<file path="config.mk">
export PLATFORM = sky130hd
export DESIGN_NAME = uart_program_loader
export DESIGN_NICKNAME = d
export VERILOG_FILES = /design/src/rtl/uart_program_loader.sv
export SDC_FILE = /design/constraint.sdc
export NUM_CORES = 1
export LEC_CHECK = 0
export BUFFER_PORTS_ARGS = -buffer_cell sky130_fd_sc_hd__buf_2
export CORE_MARGIN = 1
export CORE_UTILIZATION = 42
export DETAILED_ROUTE_END_ITERATION = 10
export PLACE_DENSITY = 0.66
export SYNTH_ARGS = -nofsm -noshare
export SYNTH_HDL_FRONTEND = slang
export SYNTH_SLANG_ARGS = --single-unit
</file>
<file path="constraint.sdc">
create_clock -name clk -period 7 [get_ports clk]
set_clock_uncertainty 0.05 [all_clocks]
set_input_delay 0.35 -clock clk [delete_from_list [all_inputs] [get_ports clk]]
set_output_delay 0.35 -clock clk [all_outputs]
set_load 0.1 [all_outputs]
</file>
<file path="src/rtl/uart_program_loader.sv">
// rtl/uart_program_loader.sv - serial program loader filling CPU memory with little-endian words
//
// Receives 8N1 bytes on rx. The first four bytes are the word count N,
// clamped to MAX_WORDS. The following bytes are packed into 32-bit words.
// Each word is presented for memory port B at BASE_ADDR + 4*idx.
//
// Ports:
//   clk          system clock
//   reset        asynchronous active-low reset
//   rx           UART receive line, idle high, asynchronous to clk
//   UartData     last committed word
//   UartAddress  byte address of UartData
//   WordValid    one-cycle pulse when UartData/UartAddress update
//   UartOver     load complete, sticky until reset
//   FrameError   sticky, set when any stop bit is sampled low
//   WordCount    number of words committed so far
module uart_program_loader #(
  parameter int unsigned CLKS_PER_BIT = 87,
  parameter logic [31:0] BASE_ADDR    = 32'h0000_0000,
  parameter int unsigned MAX_WORDS    = 16384,
  parameter int unsigned HOLD_CYCLES  = 4
) (
  input  logic        clk,
  input  logic        reset,
  input  logic        rx,
  output logic [31:0] UartData,
  output logic [31:0] UartAddress,
  output logic        WordValid,
  output logic        UartOver,
  output logic        FrameError,
  output logic [31:0] WordCount
);

  localparam int unsigned CW = $clog2(CLKS_PER_BIT + 1);
  localparam logic [CW-1:0] HALF_M1 = CW'(CLKS_PER_BIT / 2 - 1);
  localparam logic [CW-1:0] FULL_M1 = CW'(CLKS_PER_BIT - 1);
  localparam int unsigned HW = $clog2(HOLD_CYCLES + 1);
  localparam logic [HW-1:0] HOLD_M1 = HW'(HOLD_CYCLES - 1);
  localparam logic [31:0] MAX_N = 32'(MAX_WORDS);

  localparam logic [1:0] RX_IDLE  = 2'd0;
  localparam logic [1:0] RX_START = 2'd1;
  localparam logic [1:0] RX_DATA  = 2'd2;
  localparam logic [1:0] RX_STOP  = 2'd3;

  localparam logic [1:0] S_LEN   = 2'd0;
  localparam logic [1:0] S_DATA  = 2'd1;
  localparam logic [1:0] S_FLUSH = 2'd2;
  localparam logic [1:0] S_DONE  = 2'd3;

  // rx synchronizer; rx_prev_q is one more stage, used only for edge detect
  logic rx_meta_q, rx_sync_q, rx_prev_q;

  always_ff @(posedge clk or negedge reset) begin
    if (!reset) begin
      rx_meta_q <= 1'b1;
      rx_sync_q <= 1'b1;
      rx_prev_q <= 1'b1;
    end else begin
      rx_meta_q <= rx;
      rx_sync_q <= rx_meta_q;
      rx_prev_q <= rx_sync_q;
    end
  end

  // ---------------- byte receiver ----------------
  logic [1:0]    rx_state_q, rx_state_d;
  logic [CW-1:0] cnt_q, cnt_d;
  logic [2:0]    bit_q, bit_d;
  logic [7:0]    shift_q, shift_d;
  logic          byte_valid_q, byte_valid_d;
  logic          frame_err_q, frame_err_d;

  always_comb begin
    rx_state_d   = rx_state_q;
    cnt_d        = cnt_q;
    bit_d        = bit_q;
    shift_d      = shift_q;
    byte_valid_d = 1'b0;
    frame_err_d  = frame_err_q;
    unique case (rx_state_q)
      RX_IDLE: begin
        // A true 1->0 edge is required, so after a bad stop bit the line
        // must return high before the next frame is accepted.
        if (rx_prev_q && !rx_sync_q) begin
          rx_state_d = RX_START;
          cnt_d      = '0;
        end
      end
      RX_START: begin
        if (cnt_q == HALF_M1) begin
          cnt_d      = '0;
          bit_d      = '0;
          rx_state_d = rx_sync_q ? RX_IDLE : RX_DATA;
        end else begin
          cnt_d = cnt_q + 1'b1;
        end
      end
      RX_DATA: begin
        if (cnt_q == FULL_M1) begin
          cnt_d   = '0;
          shift_d = {rx_sync_q, shift_q[7:1]};
          bit_d   = bit_q + 3'd1;
          if (bit_q == 3'd7) rx_state_d = RX_STOP;
        end else begin
          cnt_d = cnt_q + 1'b1;
        end
      end
      default: begin
        if (cnt_q == FULL_M1) begin
          cnt_d      = '0;
          rx_state_d = RX_IDLE;
          if (rx_sync_q) byte_valid_d = 1'b1;
          else           frame_err_d  = 1'b1;
        end else begin
          cnt_d = cnt_q + 1'b1;
        end
      end
    endcase
  end

  always_ff @(posedge clk or negedge reset) begin
    if (!reset) begin
      rx_state_q   <= RX_IDLE;
      cnt_q        <= '0;
      bit_q        <= '0;
      shift_q      <= '0;
      byte_valid_q <= 1'b0;
      frame_err_q  <= 1'b0;
    end else begin
      rx_state_q   <= rx_state_d;
      cnt_q        <= cnt_d;
      bit_q        <= bit_d;
      shift_q      <= shift_d;
      byte_valid_q <= byte_valid_d;
      frame_err_q  <= frame_err_d;
    end
  end

  // ---------------- word loader ----------------
  logic [1:0]    ld_state_q, ld_state_d;
  logic [1:0]    b_q, b_d;
  logic [31:0]   acc_q, acc_d;
  logic [31:0]   n_eff_q, n_eff_d;
  logic [31:0]   idx_q, idx_d;
  logic [HW-1:0] flush_q, flush_d;
  logic [31:0]   data_q, data_d;
  logic [31:0]   addr_q, addr_d;
  logic          wv_q, wv_d;
  logic          over_q, over_d;
  logic [31:0]   wc_q, wc_d;
  logic [31:0]   assembled;

  // Current accumulator with the incoming byte dropped into lane b.
  always_comb begin
    assembled = acc_q;
    assembled[8*b_q +: 8] = shift_q;
  end

  always_comb begin
    ld_state_d = ld_state_q;
    b_d        = b_q;
    acc_d      = acc_q;
    n_eff_d    = n_eff_q;
    idx_d      = idx_q;
    flush_d    = flush_q;
    data_d     = data_q;
    addr_d     = addr_q;
    wv_d       = 1'b0;
    over_d     = over_q;
    wc_d       = wc_q;
    unique case (ld_state_q)
      S_LEN: begin
        if (byte_valid_q) begin
          acc_d = assembled;
          b_d   = b_q + 2'd1;
          if (b_q == 2'd3) begin
            n_eff_d    = (assembled > MAX_N) ? MAX_N : assembled;
            idx_d      = '0;
            flush_d    = '0;
            ld_state_d = (n_eff_d == 32'd0) ? S_FLUSH : S_DATA;
          end
        end
      end
      S_DATA: begin
        if (byte_valid_q) begin
          acc_d = assembled;
          b_d   = b_q + 2'd1;
          if (b_q == 2'd3) begin
            data_d  = assembled;
            addr_d  = BASE_ADDR + (idx_q << 2);
            wv_d    = 1'b1;
            idx_d   = idx_q + 32'd1;
            wc_d    = wc_q + 32'd1;
            flush_d = '0;
            if (idx_q + 32'd1 == n_eff_q) ld_state_d = S_FLUSH;
          end
        end
      end
      S_FLUSH: begin
        // Outputs stay put while the final write settles; bytes are ignored.
        if (flush_q == HOLD_M1) begin
          over_d     = 1'b1;
          ld_state_d = S_DONE;
        end else begin
          flush_d = flush_q + 1'b1;
        end
      end
      default: ;
    endcase
  end

  always_ff @(posedge clk or negedge reset) begin
    if (!reset) begin
      ld_state_q <= S_LEN;
      b_q        <= '0;
      acc_q      <= '0;
      n_eff_q    <= '0;
      idx_q      <= '0;
      flush_q    <= '0;
      data_q     <= '0;
      addr_q     <= BASE_ADDR;
      wv_q       <= 1'b0;
      over_q     <= 1'b0;
      wc_q       <= '0;
    end else begin
      ld_state_q <= ld_state_d;
      b_q        <= b_d;
      acc_q      <= acc_d;
      n_eff_q    <= n_eff_d;
      idx_q      <= idx_d;
      flush_q    <= flush_d;
      data_q     <= data_d;
      addr_q     <= addr_d;
      wv_q       <= wv_d;
      over_q     <= over_d;
      wc_q       <= wc_d;
    end
  end

  assign UartData    = data_q;
  assign UartAddress = addr_q;
  assign WordValid   = wv_q;
  assign UartOver    = over_q;
  assign FrameError  = frame_err_q;
  assign WordCount   = wc_q;

endmodule

</file>
; Yosys cells after proc, flatten, opt, wreduce, memory -nomap -nowiden
; Index checks and enable logic that the tools add are counted.
; Widths: inputs -> output; s select.
[totals]
ramBits = 0
wordCells = 117
register_bits = 224
romBits = 0
out_inout_bits = 99
n_memories = 0
latchBits = 0
[classes]
eq_ne = 23
n_lt_le_gt_ge = 1
n_shift = 2
n_mul = 0
bitwise_logic = 2
muxes = 39
div_mod_pow = 0
add_sub_neg = 7
reduce_logical = 23
[op_table]
columns = op, count
row1 = $mux 32, 5
row2 = $add 32x1->32 const B, 2
row3 = $pmux 32 s2, 1
row4 = $neg 5->34, 1
row5 = $shift 8x34->32 const A, 1
row6 = $shiftx 8x34->32, 1
row7 = $bwmux 32, 1
row8 = $eq 32x32->1, 1
row9 = $gt 32x15->1 const B, 1
row10 = $logic_not 32->1, 1
row11 = $mux 2, 13
row12 = $ne 2x2->1 const B, 11
row13 = $mux 7, 3
row14 = $mux 3, 5
row15 = $pmux 7 s2, 1
row16 = $pmux 2 s3, 2
row17 = $pmux 3 s2, 2
row18 = $reduce_and 3->1, 4
row19 = $reduce_and 5->1, 2
row20 = $add 7x1->7 const B, 1
row21 = $eq 7x6->1 const B, 1
row22 = $eq 7x7->1 const B, 1
row23 = $reduce_and 7->1, 1
row24 = $add 3x1->3 const B, 2
row25 = other kinds (17), 33

; Logic depth before layout (Yosys ltp)
[depth]
depth_word = 10
depth_mapped = 11
ltp_nobuf = 11

; Least setup slack after synthesis
; Ideal clock, no wire load.
[synth_path]
path_type = register -> register
start = reg b_q[0]
end = reg n_eff_q[10]
required_time_ns = 6.867
path_stages_with_launch = 11
arrival_time_ns = 2.572
path_buffers = 2
path_slack_ns = 4.295
path_cell_list = dfrtp_1 -> inv_1 -> ha_1 -> and3b_1 -> clkbuf_1 -> a31oi_1 -> nand4_1 -> nor4_1 -> o211ai_1 -> clkbuf_1 -> o21ai_0
[synth_via]
elab_chain_len = 5
elab_cells_between_ends = 8
classes_between = 1 x add/sub / 1 x order compare / 1 x eq/ne / 2 x shift / 2 x mux / 1 x reduce/logical
[synth_lines]
columns = element, line_no
row1 = "start, declared", 142  ; logic [1:0] b_q, b_d;
row2 = "start signal, assigned", 216  ; b_q <= '0;
row3 = "start signal, assigned", 228  ; b_q <= b_d;
row4 = $neg 5->34, 157  ; assembled[8*b_q +: 8] = shift_q;
row5 = $shiftx 8x34->32 or $shift 8x34->32 (tied branches), 157
row6 = $bwmux 32, 157
row7 = $gt 32x15->1, 178  ; n_eff_d = (assembled > MAX_N) ? MAX_N : assembled;
row8 = $mux 32, 178
row9 = "end signal, assigned", 230  ; n_eff_q <= n_eff_d;
row10 = "end, declared", 144  ; logic [31:0] n_eff_q, n_eff_d;
; Several ways; a longest one is shown, not always the timed one.
; A chain may end at the register's enable or synchronous reset.

; Worst setup path after layout
[layout_path]
start = reg b_q[0]
end = reg n_eff_q[1]
; The elaborated chain is that of the path after synthesis.

==> summary.md <==
| Metric | Value |
|---|---|
| Design Area, Final | `about 12,000 sq um` |
| Min Tclk post-route | `3.76 ns` |
| Final period util | `about 54%` |
| Via count | `7,979` |
| Synth top area share | `roughly 52%` |
| Sw Ratio | `a little under a quarter` |
| Synth cell types | `63` |
| CTS Root Cell | `clkbuf_16` |
| Max-cap violations | `0` |
| Register area | `approximately 5600 sq um` |
| Clk sinks | `224` |
| Antenna Nets Post-Route | `0` |
| Total net switching power | `0.652 mW` |
| Worst EP arrival | `between 4 and 5 ns` |
| Number of synthesized flops with an enable pin | `0` |
| Vias in the first global route | `around 7,800` |
| Clock transition at path regs | `roughly 0.060 ns` |
| Chip height | `between 150 and 200 microns` |
| Seq/Total Area, Yosys | `between 50 and 60%` |
| Routed wire length | `between 20,000 and 25,000 microns` |
| Sequential share of power | `around half` |
| Starting DRT DRC Count | `between 500 and 600` |
| Power per cell area | `~230 nW/um^2` |
| Outcome | `completed` |
| Lkg Pwr | `5.98 nW` |
| Critical path launch point type | `register` |
| Largest net degree at the start of global routing | `approximately 150` |
| Diode count | `0` |
| PostCTS Resize Cnt | `0` |
| WL/cell | `16.4 microns` |
| Final core utilization | `about half` |
| Number of remaining DRC errors | `0` |
| Final hold violation count | `0` |
| GRT Util Overall | `19.2%` |
| Layout area overhead | `14.4%` |
| RSZ-0062 raised after global routing | `no` |
| Fin Setup TNS | `0 ns` |
| Global route overflow | `0` |
| Post-synth top area cell | `dfrtp_1` |
| CTS max path bufs | `3` |
| CTS tree | `yes` |
| Slew Viols, Final | `0` |
| Worst-Skew Late Latency | `0.53 ns` |
| Nets | `around 1,200` |
| Core Box Area | `~25,000 sq um` |
| First-pass iteration count of the detailed router | `5` |
| Final GP Congestion | `between 0.8 and 0.9` |
| Fill cell count | `approximately 2,300` |
| Routed vias/inst | `roughly 5.3` |
| Postcts setup bufs | `0` |
| Max IR drop VDD | `157 uV` |
| Syn avg cell area | `about 9.9 sq um` |
| Port bufs | `99` |
| Comb pwr share | `under 10%` |
| Die width | `around 160 microns` |
| Dominant synthesized flop cell | `dfrtp_1` |
| Mapped Area | `between 10,000 and 15,000 sq um` |
| Die area | `25,900 sq um` |
| Ys Warns | `0` |
| Tightest Hold Check Type | `reg2reg` |
| Seq cells post-synth | `roughly 220` |
| CP endpoint kind | `register` |
| DP HPWL | `approximately 16,000 microns` |
| Starting density of the core | `43.3%` |
| Worst-Margin Slew | `~1.2 ns` |
| Worst path required time | `~7.3 ns` |
| Worst slew margin | `approximately a fifth` |
| Clock Power Share | `47.6%` |
| H-tree depth | `1` |
| Initial antenna violation count | `0` |
| Num ports | `between 100 and 150` |
| Area of the multi-input gates | `roughly 4700 sq um` |
| Internal | `between 2 and 2.5 mW` |
| TritonCTS Buffers | `25` |
| # setup viols final | `0` |
| Max Fanout on Critical Path | `14` |
| Core Rows | `57` |
| Max Clk Rate | `between 200 and 300 MHz` |
| Layout cells sized above 1 | `15.4%` |
| Mapped Cells | `approximately 1,100` |
| First-pass GRT wire length | `40,700 microns` |
| Ys async rst share | `between 90% and 100%` |
| Crit path kind | `reg2reg` |
| DP Area | `~11,000 sq um` |
| Top cells by area, synth | `dfrtp_1 (52%), nand2_1 (7.6%), o21ai_0 (4.8%)` |
## power by group through the flow
| stage | sequential, mW | combinational (mW) | clock (mW) |
|---|---|---|---|
| after floorplan | 1.35 | 0.0753 | 0 |
| after global placement | 1.36 | 0.108 | 0 |
| after detailed placement | 1.36 | 0.109 | 0 |
| after CTS | 1.33 | 0.111 | 1.34 |
| after global routing | 1.34 | 0.128 | 1.39 |
| final | 1.33 | 0.107 | 1.31 |
## state kept, by name, indices dropped and copies added, names as in the netlist, 2 cells and up
| register | count |
|---|---|
| idx_q | 32 |
| rx_state_q | 2 |
| acc_q | 32 |
| b_q | 2 |
| ld_state_q | 2 |
| shift_q | 8 |
| cnt_q | 7 |
| bit_q | 3 |
| flush_q | 3 |
| UartData | 32 |
| UartAddress | 30 |
| WordCount | 32 |
| n_eff_q | 32 |
## cell type report
| type | instances | area share (%) |
|---|---|---|
| clock buffer | 32 | 5.69 |
| clock inverter | 14 | 1.11 |
| inverter | 18 | 0.556 |
| multi-input combinational | 772 | 38.4 |
| sequential | 224 | 46.1 |
| tap | 324 | 3.34 |
| timing repair buffer | 108 | 4.76 |
## layout by cell type (no fill, tap or decap), types with 16 or more instances in the layout
cell / instances
nor2b_1: 21
a22o_1: 22
nor2_1: 61
o31ai_1: 19
ha_1: 18
nand2_1: 215
xnor2_1: 57
and2_1: 24
a21oi_1: 20
o21ai_0: 100
clkbuf_16: 25
nand3_1: 26
nand4_1: 23
inv_1: 16
a221oi_1: 16
buf_2: 98
dfrtp_1: 221
xor2_1: 30
## synthesized netlist by cell type (all sizes together) (2+ instances only)
cell / number
nor2b: 21
mux2i: 4
o21ai: 101
nor3: 5
mux2: 8
inv: 17
a21o: 4
a311oi: 2
nand2b: 4
dfstp: 3
nand4: 25
and2: 25
a31oi: 15
dfrtp: 221
o41ai: 2
xnor2: 57
nand3b: 3
and4: 8
nand3: 29
ha: 18
xor2: 30
and3: 13
nand2: 217
a32o: 2
nor4: 20
o211ai: 2
nor2: 61
a21oi: 20
a22o: 22
clkbuf: 47
a221oi: 16
buf: 17
a21boi: 2
o31ai: 19
nor4bb: 3
## path summary, 6_finish.rpt
kind / start / endpoint / slack [ns] / cells past startpoint
max: b_q[0] / n_eff_q[1] / 3.24 / 8
min: rx_meta_q / rx_sync_q / 0.31 / 0
max reg2reg: b_q[0] / n_eff_q[1] / 3.24 / 8
min reg2reg: rx_meta_q / rx_sync_q / 0.31 / 0
max in group asynchronous: reset / acc_q[19] / 4.70 / 3
min in group asynchronous: reset / UartData[9] / 0.49 / 2
## layer usage
| layer | up-vias | wire [microns] | track usage (%) |
|---|---|---|---|
| li1 | 3894 | - | - |
| met1 | 3840 | 11600 | 27.9 |
| met2 | 200 | 11100 | 29.5 |
| met3 | 45 | 1140 | 2.72 |
| met4 | 0 | 603 | 6.17 |
| met5 | - | 0 | 0 |
## stage by stage
stage	setup WS [ns]	instances	power [mW]	hold slack [ns]
6_report	3.24	1492	2.75	0.308
5_1_grt	2.78	1492	2.85	0.311
4_1_cts	3.26	1492	2.79	0.308
3_5_place_dp	3.28	1444	1.47	0.299
3_3_place_gp	3.44	1444	1.46	0.296
2_1_floorplan	4.30	1078	1.42	0.00441
## critical path: stages (launching register included)
cell and delay, ns:
dfrtp_1 0.50, inv_1 0.16, ha_1 0.39, nor4bb_1 1.01, a21oi_1 0.30, nand4_1 0.18
nor4_1 0.10, o211ai_1 0.71, o21ai_0 0.19
## kinds of logic (layout without fill, tap and decap cells)
kind of cell	after synthesis	after routing	synth area share, %
flip-flops	224	224	52.8
AND/OR/NAND/NOR	437	437	20.2
XOR/XNOR	87	87	7.17
buffers and inverters	82	172	3.44
multiplexers	12	12	1.22
AO/OA/AOI/OAI	216	216	13.1
adder cells (fa/ha/maj)	18	18	2.12
other	1	2	0.0353
## timing repair
item / in CTS / in global routing
setup endpoints to repair: 0 / 0
endpoints found under the hold margin: 24 / 0
hold buffers: 2 / 0
Power figures use the tool's default switching activity.
